**src/rtl/lsu_pkg.sv**
```systemverilog
// Shared size codes, FSM state type and counter-width helper for the LSU.
package lsu_pkg;

  localparam logic [2:0] LDST_B  = 3'b000;
  localparam logic [2:0] LDST_H  = 3'b001;
  localparam logic [2:0] LDST_W  = 3'b010;
  localparam logic [2:0] LDST_BU = 3'b100;
  localparam logic [2:0] LDST_HU = 3'b101;

  typedef enum logic {IDLE, WAIT} lsu_state_t;

  // Width of the WAIT-cycle counter; at least one bit even with the timeout disabled.
  function automatic int cnt_w(input int timeout);
    return (timeout < 1) ? 1 : $clog2(timeout + 1);
  endfunction

endpackage

```
**src/rtl/lsu_load_align.sv**
```systemverilog
// Picks the addressed byte/half out of a memory word and extends it to 32 bits.
module lsu_load_align
  import lsu_pkg::*;
(
  input  logic [1:0]  offset,
  input  logic [2:0]  size,
  input  logic [31:0] raw,
  output logic [31:0] data
);

  logic [7:0]  byte_sel;
  logic [15:0] half_sel;

  // Lane select then sign/zero extension by size code.
  always_comb begin
    byte_sel = raw[7:0];
    case (offset)
      2'd0: byte_sel = raw[7:0];
      2'd1: byte_sel = raw[15:8];
      2'd2: byte_sel = raw[23:16];
      2'd3: byte_sel = raw[31:24];
      default: byte_sel = raw[7:0];
    endcase
    half_sel = offset[1] ? raw[31:16] : raw[15:0];
    case (size)
      LDST_B:  data = {{24{byte_sel[7]}}, byte_sel};
      LDST_BU: data = {24'b0, byte_sel};
      LDST_H:  data = {{16{half_sel[15]}}, half_sel};
      LDST_HU: data = {16'b0, half_sel};
      default: data = raw;
    endcase
  end

endmodule

```
**src/rtl/lsu_mem_if.sv**
```systemverilog
// Load/store unit: core request -> memory transaction with byte enables,
// replicated store data, load alignment, stall generation and timeout.
module lsu_mem_if
  import lsu_pkg::*;
#(
  parameter int TIMEOUT_CYCLES = 16
) (
  input  logic        clk_i,
  input  logic        rst_ni,
  input  logic        core_req_i,
  input  logic        core_we_i,
  input  logic [2:0]  core_size_i,
  input  logic [31:0] core_addr_i,
  input  logic [31:0] core_wd_i,
  output logic [31:0] core_rd_o,
  output logic        core_stall_o,
  output logic        err_o,
  output logic        mem_req_o,
  output logic        mem_we_o,
  output logic [3:0]  mem_be_o,
  output logic [31:0] mem_addr_o,
  output logic [31:0] mem_wd_o,
  input  logic [31:0] mem_rd_i,
  input  logic        mem_ready_i
);

  localparam int CNT_W = cnt_w(TIMEOUT_CYCLES);
  localparam logic [CNT_W-1:0] CNT_LAST = CNT_W'(TIMEOUT_CYCLES - 1);

  lsu_state_t       state;
  logic [CNT_W-1:0] cnt;
  logic [1:0]       off_q;
  logic [2:0]       size_q;

  logic        legal, accept, in_wait, tout_hit, done, tout, req_act;
  logic [3:0]  be_raw;
  logic [31:0] wd_raw, load_data;

  // Alignment legality of the request as presented in IDLE.
  always_comb begin
    case (core_size_i)
      LDST_B, LDST_BU: legal = 1'b1;
      LDST_H, LDST_HU: legal = ~core_addr_i[0];
      LDST_W:          legal = (core_addr_i[1:0] == 2'b00);
      default:         legal = 1'b0;
    endcase
  end

  assign in_wait  = (state == WAIT);
  assign accept   = (state == IDLE) && core_req_i && legal;
  assign tout_hit = (TIMEOUT_CYCLES != 0) && (cnt == CNT_LAST);
  assign done     = in_wait && mem_ready_i;
  assign tout     = in_wait && !mem_ready_i && tout_hit;
  // Reset gates every output so nothing leaks out while rst_ni is low.
  assign req_act  = rst_ni && (accept || in_wait);

  // Byte enables and lane-replicated store data from the (held) core inputs.
  always_comb begin
    case (core_size_i)
      LDST_B, LDST_BU: begin
        be_raw = 4'b0001 << core_addr_i[1:0];
        wd_raw = {4{core_wd_i[7:0]}};
      end
      LDST_H, LDST_HU: begin
        be_raw = 4'b0011 << {core_addr_i[1], 1'b0};
        wd_raw = {2{core_wd_i[15:0]}};
      end
      default: begin
        be_raw = 4'b1111;
        wd_raw = core_wd_i;
      end
    endcase
  end

  lsu_load_align u_align (
    .offset (off_q),
    .size   (size_q),
    .raw    (mem_rd_i),
    .data   (load_data)
  );

  assign mem_req_o    = req_act;
  assign mem_we_o     = req_act && core_we_i;
  assign mem_be_o     = req_act ? be_raw : 4'b0000;
  assign mem_addr_o   = req_act ? core_addr_i : 32'b0;
  assign mem_wd_o     = req_act ? wd_raw : 32'b0;
  assign core_stall_o = rst_ni && (accept || (in_wait && !mem_ready_i && !tout_hit));
  assign err_o        = rst_ni && (((state == IDLE) && core_req_i && !legal) || tout);
  assign core_rd_o    = (rst_ni && done && !core_we_i) ? load_data : 32'b0;

  // FSM: accept in IDLE, count not-ready WAIT cycles, return on completion or timeout.
  always_ff @(posedge clk_i or negedge rst_ni) begin
    if (!rst_ni) begin
      state  <= IDLE;
      cnt    <= '0;
      off_q  <= 2'b00;
      size_q <= 3'b000;
    end else begin
      case (state)
        IDLE: begin
          cnt <= '0;
          if (accept) begin
            state  <= WAIT;
            off_q  <= core_addr_i[1:0];
            size_q <= core_size_i;
          end
        end
        WAIT: begin
          if (done || tout) begin
            state <= IDLE;
            cnt   <= '0;
          end else begin
            cnt <= cnt + 1'b1;
          end
        end
        default: state <= IDLE;
      endcase
    end
  end

endmodule

```
**config.mk**
```make
export PLATFORM = sky130hd
export DESIGN_NAME = lsu_mem_if
export DESIGN_NICKNAME = d
export VERILOG_FILES = /design/src/rtl/lsu_pkg.sv /design/src/rtl/lsu_load_align.sv /design/src/rtl/lsu_mem_if.sv
export SDC_FILE = /design/constraint.sdc
export NUM_CORES = 1
export LEC_CHECK = 0
export BUFFER_PORTS_ARGS = -buffer_cell sky130_fd_sc_hd__buf_2
export CORE_AREA = 2 2 81 83
export CTS_CLUSTER_SIZE = 20
export DETAILED_ROUTE_END_ITERATION = 10
export DIE_AREA = 0 0 83 85
export MAX_ROUTING_LAYER = met4
export PLACE_DENSITY = 0.75
export SETUP_SLACK_MARGIN = 0.5
export SLEW_MARGIN = 20
export SYNTH_ARGS = -nofsm -noshare
export SYNTH_HDL_FRONTEND = slang
export SYNTH_SLANG_ARGS = --single-unit
export TNS_END_PERCENT = 20
```
**constraint.sdc**
```tcl
create_clock -name clk_i -period 3.75 [get_ports clk_i]
set_clock_uncertainty 0.1 [all_clocks]
set_input_delay 0.1875 -clock clk_i [delete_from_list [all_inputs] [get_ports clk_i]]
set_output_delay 0.1875 -clock clk_i [all_outputs]
set_load 0.1 [all_outputs]
```
==> results.md, run 1 <==
* Final setup fails at 0
* Initial antenna violation count at 0
* End of the worst register-to-register path: cnt[3]$_DFF_PN0_
* Initial DRC Count at between 100 and 150
* Placed insts at about 570
* R2R cell count at 6
* Met1 wire length at 3.26 mm
* Multi-input gate area at 0.00154 mm2
* TritonCTS clock tree: done
* Final worst path period need at 2.94 ns
* Port bufs at just over 200
* Total iterations of the first detailed-routing run at 4
* Gpl congestion at 0.967
* Remaining DRCs at 0
* Worst Setup End Kind: output port
* Post-synth EDFFs at 0
* Actual slew at the worst max-slew pin at 0.919 ns
* Max Clock Freq at 341 MHz
* Seq/Total Area, Yosys at between 10% and 20%
* Largest family of logic cells by synthesized area: simple AND/OR/NAND/NOR gates
* Total Routing Usage GR at 22.4%
* DR WL/cell at 14.1 um
* Post-Synth Simple-Gate Area at 37.6%
* Uppermost layer routed: met4
* XOR/XNOR Fraction of Synth Area at 0.879%
* CP required at approximately 3.5 ns
* # Max-Cap Violations at 0
* Layout cells sized above 1 at between 40% and 50%
* Met2 wire length at 4.15 mm
* Leak at 2.01 nW
* # fillers at 662
* Initial Utilization at 32.1%
* Hold Violations, Final at 0
* Worst-case clock buffer depth at 2
* Crit Path Max Fanout at between 50 and 60
* Share of the synthesized area in the top cell type at between 10 and 15%
* Tot Pwr at about 0.0011 W
* Reg2reg start: cnt[0]$_DFF_PN0_
* Dpl hpwl at 6.71 mm
* Drt total wl at 8.13 mm
* Area of placed instances at 0.00302 mm2
* Kind of critical path: in -> out
* Mapped Cells at 315
* Synth unique cells at 40
* Crit path launch: rst_ni
* Design area at 0.00308 mm2
* Pins Over Slew Limit at 0
* Final ANT Viol Nets at 0
* Worst Hold Class: in -> reg
* Fin crit share at between 70% and 80%
* FF/Latch Area at 275 um2
* Outcome: finished clean
* Worst setup SP type: input port
* Synthesis Warnings at 0
* Largest net degree at the start of global routing at 56
* Top post-synthesis cells by area: dfrtp_1 (14%), and3_1 (13%), nand2_1 (11%)
* Syn-to-layout area delta at 54.6%
* Peak VDD IR at about 230 uV
* Post-synthesis register bit count at 11
* Compound-Gate Fraction of Synth Area at 26.3%
* Finished Layout Cells at 578
* Die area at 0.00706 mm2
* TritonCTS Sinks at 11
* Slew headroom at 38.7%
* Worst setup endpoint: core_rd_o[26]
* Die H at 85 um
* WL met3 at ~590 um
* Worst-skew pair later-pin latency at 0.23 ns
* Total grt overflow at 0
* Mapped cell area at 0.00199 mm2
* Vias in the first global route at about 2700
* WP data arrival at 2.65 ns
* First-pass GRT wire length at roughly 13 mm
* Rows at 29
* Count leader, synth: nand2_1
* Post-synthesis adder-cell area fraction at 1.26%
* Core region area at 0.00620 mm2
* R2R Setup Slk at about 2.2 ns
* Clock Root Buffer: clkbuf_8
* Main flop type after synthesis: dfrtp_1
* Die Wd at 83 um
* Net count, final at 608
* Fin Setup TNS at 0 ns
* CTS H-tree depth at 1
* Boundary Pins at 208
* Clk slew on worst S/H paths at 0.05 ns
* Vias at 2945
* Post-synthesis mux area share at between 10 and 15%
* Post-Syn Nets at 421
* Most frequent cells after synthesis: nand2_1 (60), and3_1 (42), nor2_1 (39)
* Synth Area per Inst at 6.32 um2
* Antenna Cells at 0
* Largest area contributor in the netlist: dfrtp_1
* Total CTS buffers at 3
* Via density at 5.10
* FFs w/ async S/R, synth at 100%
* Power density over cell area at 351 mW/mm2
* RSZ-0062 raised after global routing: false
[flip-flops by register name, indices dropped and copies added (netlist names)]
register  count
in_wait       1
size_q        3
cnt           5
off_q         2
[worst max-delay path, stage by stage]
cell and delay (ns):
dlygate4sd3_1 0.52, buf_2 0.12, buf_4 0.38, and4b_1 0.51
o2111ai_4 0.33, nand2_1 0.14, buf_2 0.43
[per-layer routing]
layer  track usage, %  vias to the layer above
met1             25.4                     1306
met4             5.51                        0
met3             3.31                       10
met5                -                        -
met2             41.2                      158
li1                 -                     1471
[worst min-delay path by stage]
stage	from	depth (start not counted)	slack (ns)	endpoint
after global placement	rst_ni	2	0.15	in_wait$_DFF_PN0_
after detailed placement	rst_ni	2	0.16	in_wait$_DFF_PN0_
after CTS	core_size_i[2]	2	0.13	size_q[2]$_DFFE_PN0P_
final	core_size_i[2]	2	0.13	size_q[2]$_DFFE_PN0P_
after global routing	core_size_i[2]	2	0.13	size_q[2]$_DFFE_PN0P_
after floorplan	rst_ni	0	-0.21	cnt[0]$_DFF_PN0_
[logic make-up after synthesis]
group / Yosys count
AOI/OAI and AO/OA: 76
xor gates and xnor gates: 2
buffers and inverters: 45
DFF: 11
and+or+nand+nor: 158
muxes: 21
adders and majority gates: 2
[per-stage QoR]
step                setup WS [ns]  hold WS [ns]  utilization, %
floorplan                   0.332        -0.208               -
global placement             1.03         0.147            48.7
detailed placement          0.983         0.162            48.7
CTS                         0.797         0.132            49.6
global route                0.616         0.125            49.6
finish                      0.814         0.131            49.6
[layout by cell type (no fill, tap or decap), types with 2 or more instances in the layout]
master	n
a21oi_1	28
o221ai_1	3
dfrtp_1	11
buf_2	207
nand3_1	2
nand2_1	60
a221oi_2	6
nor2_1	39
o21ai_0	22
mux2i_1	18
buf_4	2
nor3_1	3
clkbuf_8	3
o22ai_1	6
mux2_2	3
ha_1	2
inv_1	17
and3_1	42
and2_1	2
o221a_2	2
[cell type report]
class / count / area share, %
Tap cell: 77 / 3.13
Sequential cell: 11 / 8.94
Clock buffer: 4 / 1.46
Timing Repair Buffer: 210 / 34.5
Multi-Input combinational cell: 259 / 49.9
Inverter: 17 / 2.07
[where the power goes]
part | switching [W] | leakage (nW) | internal [W]
Clock | 0.0000414 | 0.0228 | 0.0000744
Sequential | 0.0000448 | 0.143 | 0.000134
Combinational | 0.000616 | 1.84 | 0.000171
[what timing repair did]
action                    4_1_cts  5_1_grt
buffers inserted                0        0
hold endpoints to repair       11        0
resized for setup               0        0
hold buffers                    1        0
Note: power is estimated with default switching activity, not from simulation.
==> inputs of run 2 (changes only) <==
ABC_AREA = 1   (was not set)
CORE_AREA = not set   (was 2 2 81 83)
CORE_ASPECT_RATIO = 0.9   (was not set)
CORE_MARGIN = 1.5   (was not set)
CORE_UTILIZATION = 35   (was not set)
DIE_AREA = not set   (was 0 0 83 85)
PLACE_DENSITY = 0.79   (was 0.75)
clock period = 2.85 ns   (was 3.75 ns; I/O delays follow)
==> results.md, run 2 <==
* Critical Path Max Stage Delay at 0.39 ns
* Clock Root Buffer: clkbuf_8
* Initial antenna violation count at 0
* Power density over cell area at 930 mW/mm2
* Largest reg by FF count: cnt
* Top post-synthesis cells by area: nor2_1 (24%), dfrtp_1 (13%), inv_1 (12%)
* Final worst path period need at 2.26 ns
* Drt total wl at 8.80 mm
* Number of flip-flops in the largest register at 5
* Met1 Usage GRT at between 20% and 30%
* Final core occ at approximately three quarters
* Slew headroom at 67.3%
* Total CTS buffers at 3
* Total grt overflow at 0
* Clock power share at 4.1%
* Via density at 4.88
* RSZ-0062 raised after global routing: true
* TritonCTS Sinks at 11
* Sw frac at 66.9%
* Worst path slowest cell: dfrtp_1
* Synth unique cells at 30
* Synth Area per Inst at 5.12 um2
* CTS H-tree depth at 1
* Remaining DRCs at 0
* First-pass GRT wire length at approximately 13 mm
* M3 GR Usage at 5.74%
* Main flop type after synthesis: dfrtp_1
* Hold Violations, Final at 0
* Fin Setup TNS at 0 ns
* Most frequent cells after synthesis: nor2_1 (133), inv_1 (66), a21oi_1 (37), nand2_1 (37), o21ai_0 (37)
* Vias in the first global route at ~3000
* Vias at ~3300
* Final setup fails at 0
* Leak at 2.32 nW
* Initial Utilization at 36.3%
* Worst-skew pair later-pin latency at 0.24 ns
* Die H at between 70 and 80 um
* CP required at 2.61 ns
* Tot Pwr at between 0.003 and 0.004 W
* Max Clock Freq at 443 MHz
* Port bufs at 207
* Mapped Cells at 401
* Dpl hpwl at 7.37 mm
* Boundary Pins at between 200 and 250
* Outcome: finished clean
* Post-synthesis register bit count at 11
* Actual slew at the worst max-slew pin at approximately 0.49 ns
* Pins Over Slew Limit at 0
* Total iterations of the first detailed-routing run at 5
* Worst-case clock buffer depth at 2
* Antenna Cells at 0
* Post-Syn Nets at 507
* CP top delay family: simple AND/OR/NAND/NOR gates
* Mapped cell area at between 0.002 and 0.0025 mm2
* NetSw at 0.00259 W
* Final ANT Viol Nets at 0
* Layout cells sized above 1 at 44.0%
* Sequential share of power at about 7.5%
* Worst Hold Class: in -> reg
* Crit Path Max Fanout at 7
* Initial DRC Count at 127
* Seq/Total Area, Yosys at 13.4%
* Post-synth EDFFs at 0
* Largest area contributor in the netlist: nor2_1
* Total Routing Usage GR at 26.7%
* Core region area at 0.00566 mm2
* Die Wd at 83.8 um
* Rows at 26
* Die area at 0.00634 mm2
* Grt peak-use layer: met2
* Crit-path cells: ha_1 > nand2_1 > nor2_1 > ha_1 > nand2_1 > nand3_1 > a21oi_2 > buf_4
* Most frequent cells in the layout: nor2_1 (133), buf_2 (131), inv_1 (66)
* Net count, final at 714
* Met2 usage at 50.0%
* Synthesis Warnings at 0
* Most common cell after layout, fill and taps aside: nor2_1
* Clk slew on worst S/H paths at ~0.050 ns
* Gpl congestion at 0.875
* WP buf/inv at 1
* Peak VDD IR at 1130 uV
* Share of the synthesized area in the top cell type at 24.3%
* Kind of critical path: reg -> out
* Biggest regs: cnt x5, size_q x3, off_q x2
* Logic pwr share at 88.4%
* # Max-Cap Violations at 0
* Largest net degree at the start of global routing at 30
* Cell Int Power at approximately 0.0013 W
* TritonCTS clock tree: done
* Count leader, synth: nor2_1
* Fin crit share at 79.1%
* DR WL/cell at approximately 13 um
* Syn-to-layout area delta at 102%
* Worst setup SP type: flip-flop
* FFs w/ async S/R, synth at 100%
* Worst Setup End Kind: output port
* WP data arrival at 2.01 ns
## run 2: cell types whose count changed in the layout (fill, tap and decap cells not counted), sizes merged, moves of 4 or more
cell,previous run,this run
nor2,40,144
a221oi,6,0
or2,1,10
mux2i,18,0
and3,42,0
nand3,2,13
o21ai,24,38
inv,17,67
and2,2,6
clkbuf,4,12
o22ai,7,3
a21oi,29,37
nand2,60,40
## run 2: logic make-up after synthesis
logic type | count (synthesis) | synth area share [%]
AND/OR/NAND/NOR | 217 | 46.2
flip-flops | 11 | 13.4
AO/OA/AOI/OAI | 85 | 21.7
adder cells (fa/ha/maj) | 2 | 1.22
buffers and inverters | 86 | 17.5
## run 2: area by class of cell
type,count,area [um2]
multi-input cells,304,1490
fillers,456,1500
well taps,70,87.6
repair buffers,221,2010
clock buffers,4,45.0
flip-flops and latches,11,277
inverters,67,251
## run 2: per-stage QoR
stage	cell area, um2	instances	setup WS, ns	hold slack, ns
finish	4160	677	0.594	0.0883
global route	4160	677	0.439	0.117
CTS	4090	672	0.460	0.0873
detailed placement	3940	664	0.423	-0.0644
global placement	3940	664	0.548	-0.0706
floorplan	2110	401	0.244	-0.253
## run 2: worst reg2reg max path: stages (launching register included)
cell,delay [ns]
dfrtp_1,0.39
ha_1,0.22
nand2_1,0.09
nor2_1,0.05
ha_1,0.18
nand2_1,0.11
nand3_1,0.23
a21oi_1,0.21
o21a_1,0.13
## run 2: worst paths after layout
| check | startpoint | endpoint | slack, ns | cells after the start |
|---|---|---|---|---|
| worst max-delay path | cnt[0]$_DFF_PN0_ | core_stall_o | 0.59 | 8 |
| worst min-delay path | core_size_i[2] | size_q[2]$_DFFE_PN0P_ | 0.09 | 3 |
| worst max register to register | cnt[0]$_DFF_PN0_ | cnt[3]$_DFF_PN0_ | 1.10 | 8 |
| worst min register to register | cnt[0]$_DFF_PN0_ | cnt[0]$_DFF_PN0_ | 0.36 | 1 |
| max in group asynchronous | rst_ni | off_q[1]$_DFFE_PN0P_ | 1.94 | 2 |
| min in group asynchronous | rst_ni | in_wait$_DFF_PN0_ | 0.35 | 2 |
## run 2: metal layers
layer / share of wire [%] / vias to the layer above
li1: - / 1647
met1: 36 / 1471
met2: 53 / 163
met3: 8.0 / 23
met4: 3.3 / 0
met5: 0 / -
## run 2: timing repair
item,in CTS,in global routing
buffers inserted,3,5
setup endpoints to repair,30,66
hold buffers,1,0
pin swaps,2,0
hold endpoints to repair,11,0
resized for setup,21,11
## run 2: power by group through the flow
stage	logic (W)	registers, W	clock network (W)
after global placement	0.00324	0.000292	0
after global routing	0.00359	0.000296	0.000167
after CTS	0.00335	0.000299	0.000160
final	0.00342	0.000290	0.000159
after detailed placement	0.00328	0.000298	0
after floorplan	0.00241	0.000262	0
==> inputs of run 3 (changes only) <==
ABC_AREA = 0   (was 1)
CORE_UTILIZATION = 33   (was 35)
clock period = 2 ns   (was 2.85 ns; I/O delays follow)
==> results.md, run 3 (synthesis gave the netlist of run 1 again) <==
* Outcome: finished, violations left
* Failing checks: DRC, setup timing
* TritonCTS clock tree: done
* Most frequent cells in the layout: buf_12 (107), buf_2 (101), nand2_1 (44)
* Cell Int Power at 0.00131 W
* Boundary Pins at 208
* Crit Path Max Fanout at 6
* Placed insts at 585
* Max Clock Freq at ~400 MHz
* CTS H-tree depth at 1
* Actual slew at the worst max-slew pin at 0.804 ns
* CP required at 1.80 ns
* Sw frac at 58.9%
* Port bufs at 207
* WP data arrival at approximately 2.3 ns
* Total grt overflow at 0
* Worst setup SP type: flip-flop
* Hold Violations, Final at 0
* Multi-input gate area at 0.00217 mm2
* Setup ws final at -0.491 ns
* Fin crit share at 125%
* Dpl ws at -0.199 ns
* Drt total wl at 17.6 mm
* TritonCTS Sinks at 11
* Largest reg by FF count: cnt
* Number of flip-flops in the largest register at 5
* Design area at 0.00558 mm2
* RSZ-0062 raised after global routing: true
* Power density over cell area at 573 mW/mm2
* Worst Setup End Kind: output port
* Fin Setup TNS at -12.14 ns
* Dpl hpwl at 9.88 mm
* Core region area at between 0.005 and 0.006 mm2
* Via density at 6.77
* Die H at 76.7 um
* NetSw at roughly 0.0019 W
* # fillers at 99
* Total CTS buffers at 3
* Pins Over Slew Limit at 0
* Final setup fails at 54
* Peak VDD IR at 317 uV
* FF/Latch Area at roughly 280 um2
* Kind of critical path: reg -> out
* Most common cell after layout, fill and taps aside: buf_12
* Layout cells sized above 1 at 67.7%
* Antenna Cells at 0
* Net count, final at 637
* Area of placed instances at 0.00508 mm2
* Worst-case clock buffer depth at 2
* Initial antenna violation count at 0
* Initial Utilization at 34.6%
* Gpl congestion at 0.835
* DR WL/cell at 29.4 um
* Finished Layout Cells at 600
* Clk slew on worst S/H paths at 0.05 ns
* Remaining DRCs at 10
* Syn-to-layout area delta at 180%
* R2R Setup Slk at 0.28 ns
* Leak at between 2 and 3 nW
* Worst-skew pair later-pin latency at about 0.25 ns
* Total iterations of the first detailed-routing run at 9
* Die Wd at approximately 85 um
* Final ANT Viol Nets at 0
* Slew headroom at 46.4%
* Total Routing Usage GR at a little over two fifths
* Logic pwr share at 82.5%
* Final worst path period need at 2.49 ns
* Clock power share at under 10%
* Clock Root Buffer: clkbuf_8
* Biggest regs: cnt x5, size_q x3, off_q x2
* Vias at 4060
* First-pass GRT wire length at 21.1 mm
* Sequential share of power at under 10%
* Largest net degree at the start of global routing at 41
* Rows at 26
* Die area at 0.00651 mm2
* Initial DRC Count at 563
* Vias in the first global route at 3798
* Worst Hold Class: in -> reg
* # Max-Cap Violations at 0
==> run 3: per-layer routing <==
layer  vias to the layer above  part of all wire, %  track usage, %
li1                       1542                    -               -
met1                      1833                   30            40.6
met2                       467                   46            79.4
met3                       218                   12            9.36
met4                         0                   12            25.7
met5                         -                    0               -
==> run 3: final timing paths <==
| check | startpoint | end | cells after the start |
|---|---|---|---|
| max reg2reg | cnt[0]$_DFF_PN0_ | cnt[3]$_DFF_PN0_ | 7 |
| min reg2reg | cnt[0]$_DFF_PN0_ | cnt[0]$_DFF_PN0_ | 1 |
| max | size_q[1]$_DFFE_PN0P_ | core_rd_o[3] | 5 |
| max in group asynchronous | rst_ni | off_q[0]$_DFFE_PN0P_ | 3 |
| min | core_size_i[2] | size_q[2]$_DFFE_PN0P_ | 2 |
| min in group asynchronous | rst_ni | cnt[0]$_DFF_PN0_ | 3 |
==> run 3: worst max-delay path, cell delays in order (launching register included) <==
cell and delay [ns]:
dfrtp_1 0.44, or3b_4 0.47, buf_4 0.19, o221ai_1 0.65, a21oi_4 0.07, buf_12 0.21
==> run 3: repair_timing <==
item | in CTS | in global routing
hold endpoints to repair | 11 | 0
pin swaps | 27 | 30
hold buffers | 2 | 0
setup buffers | 7 | 2
setup endpoints to repair | 110 | 112
resized for setup | 48 | 39
gates cloned | 0 | 0
==> run 3: final cells by class <==
class,instances,area share (%)
clock buffers,4,0.807
inverters,17,1.23
multi-input cells,259,38.9
flip-flops and latches,11,5.00
well taps,70,1.57
repair buffers,239,52.5
==> run 3: power by group through the flow <==
stage	sequential (W)	combinational, W	clock, W
floorplan	0.000275	0.00141	0
global placement	0.000282	0.00213	0
detailed placement	0.000291	0.00220	0
CTS	0.000292	0.00237	0.000228
global route	0.000305	0.00268	0.000256
finish	0.000311	0.00264	0.000247
==> run 3: metrics by stage <==
step           util [%]  power (W)  hold slack (ns)
6_report           96.9    0.00320          0.00102
2_1_floorplan         -    0.00168           -0.296
3_3_place_gp       88.2    0.00241          -0.0333
3_5_place_dp       88.2    0.00249          -0.0184
4_1_cts            93.4    0.00289          0.00703
5_1_grt            96.9    0.00324          0.00446
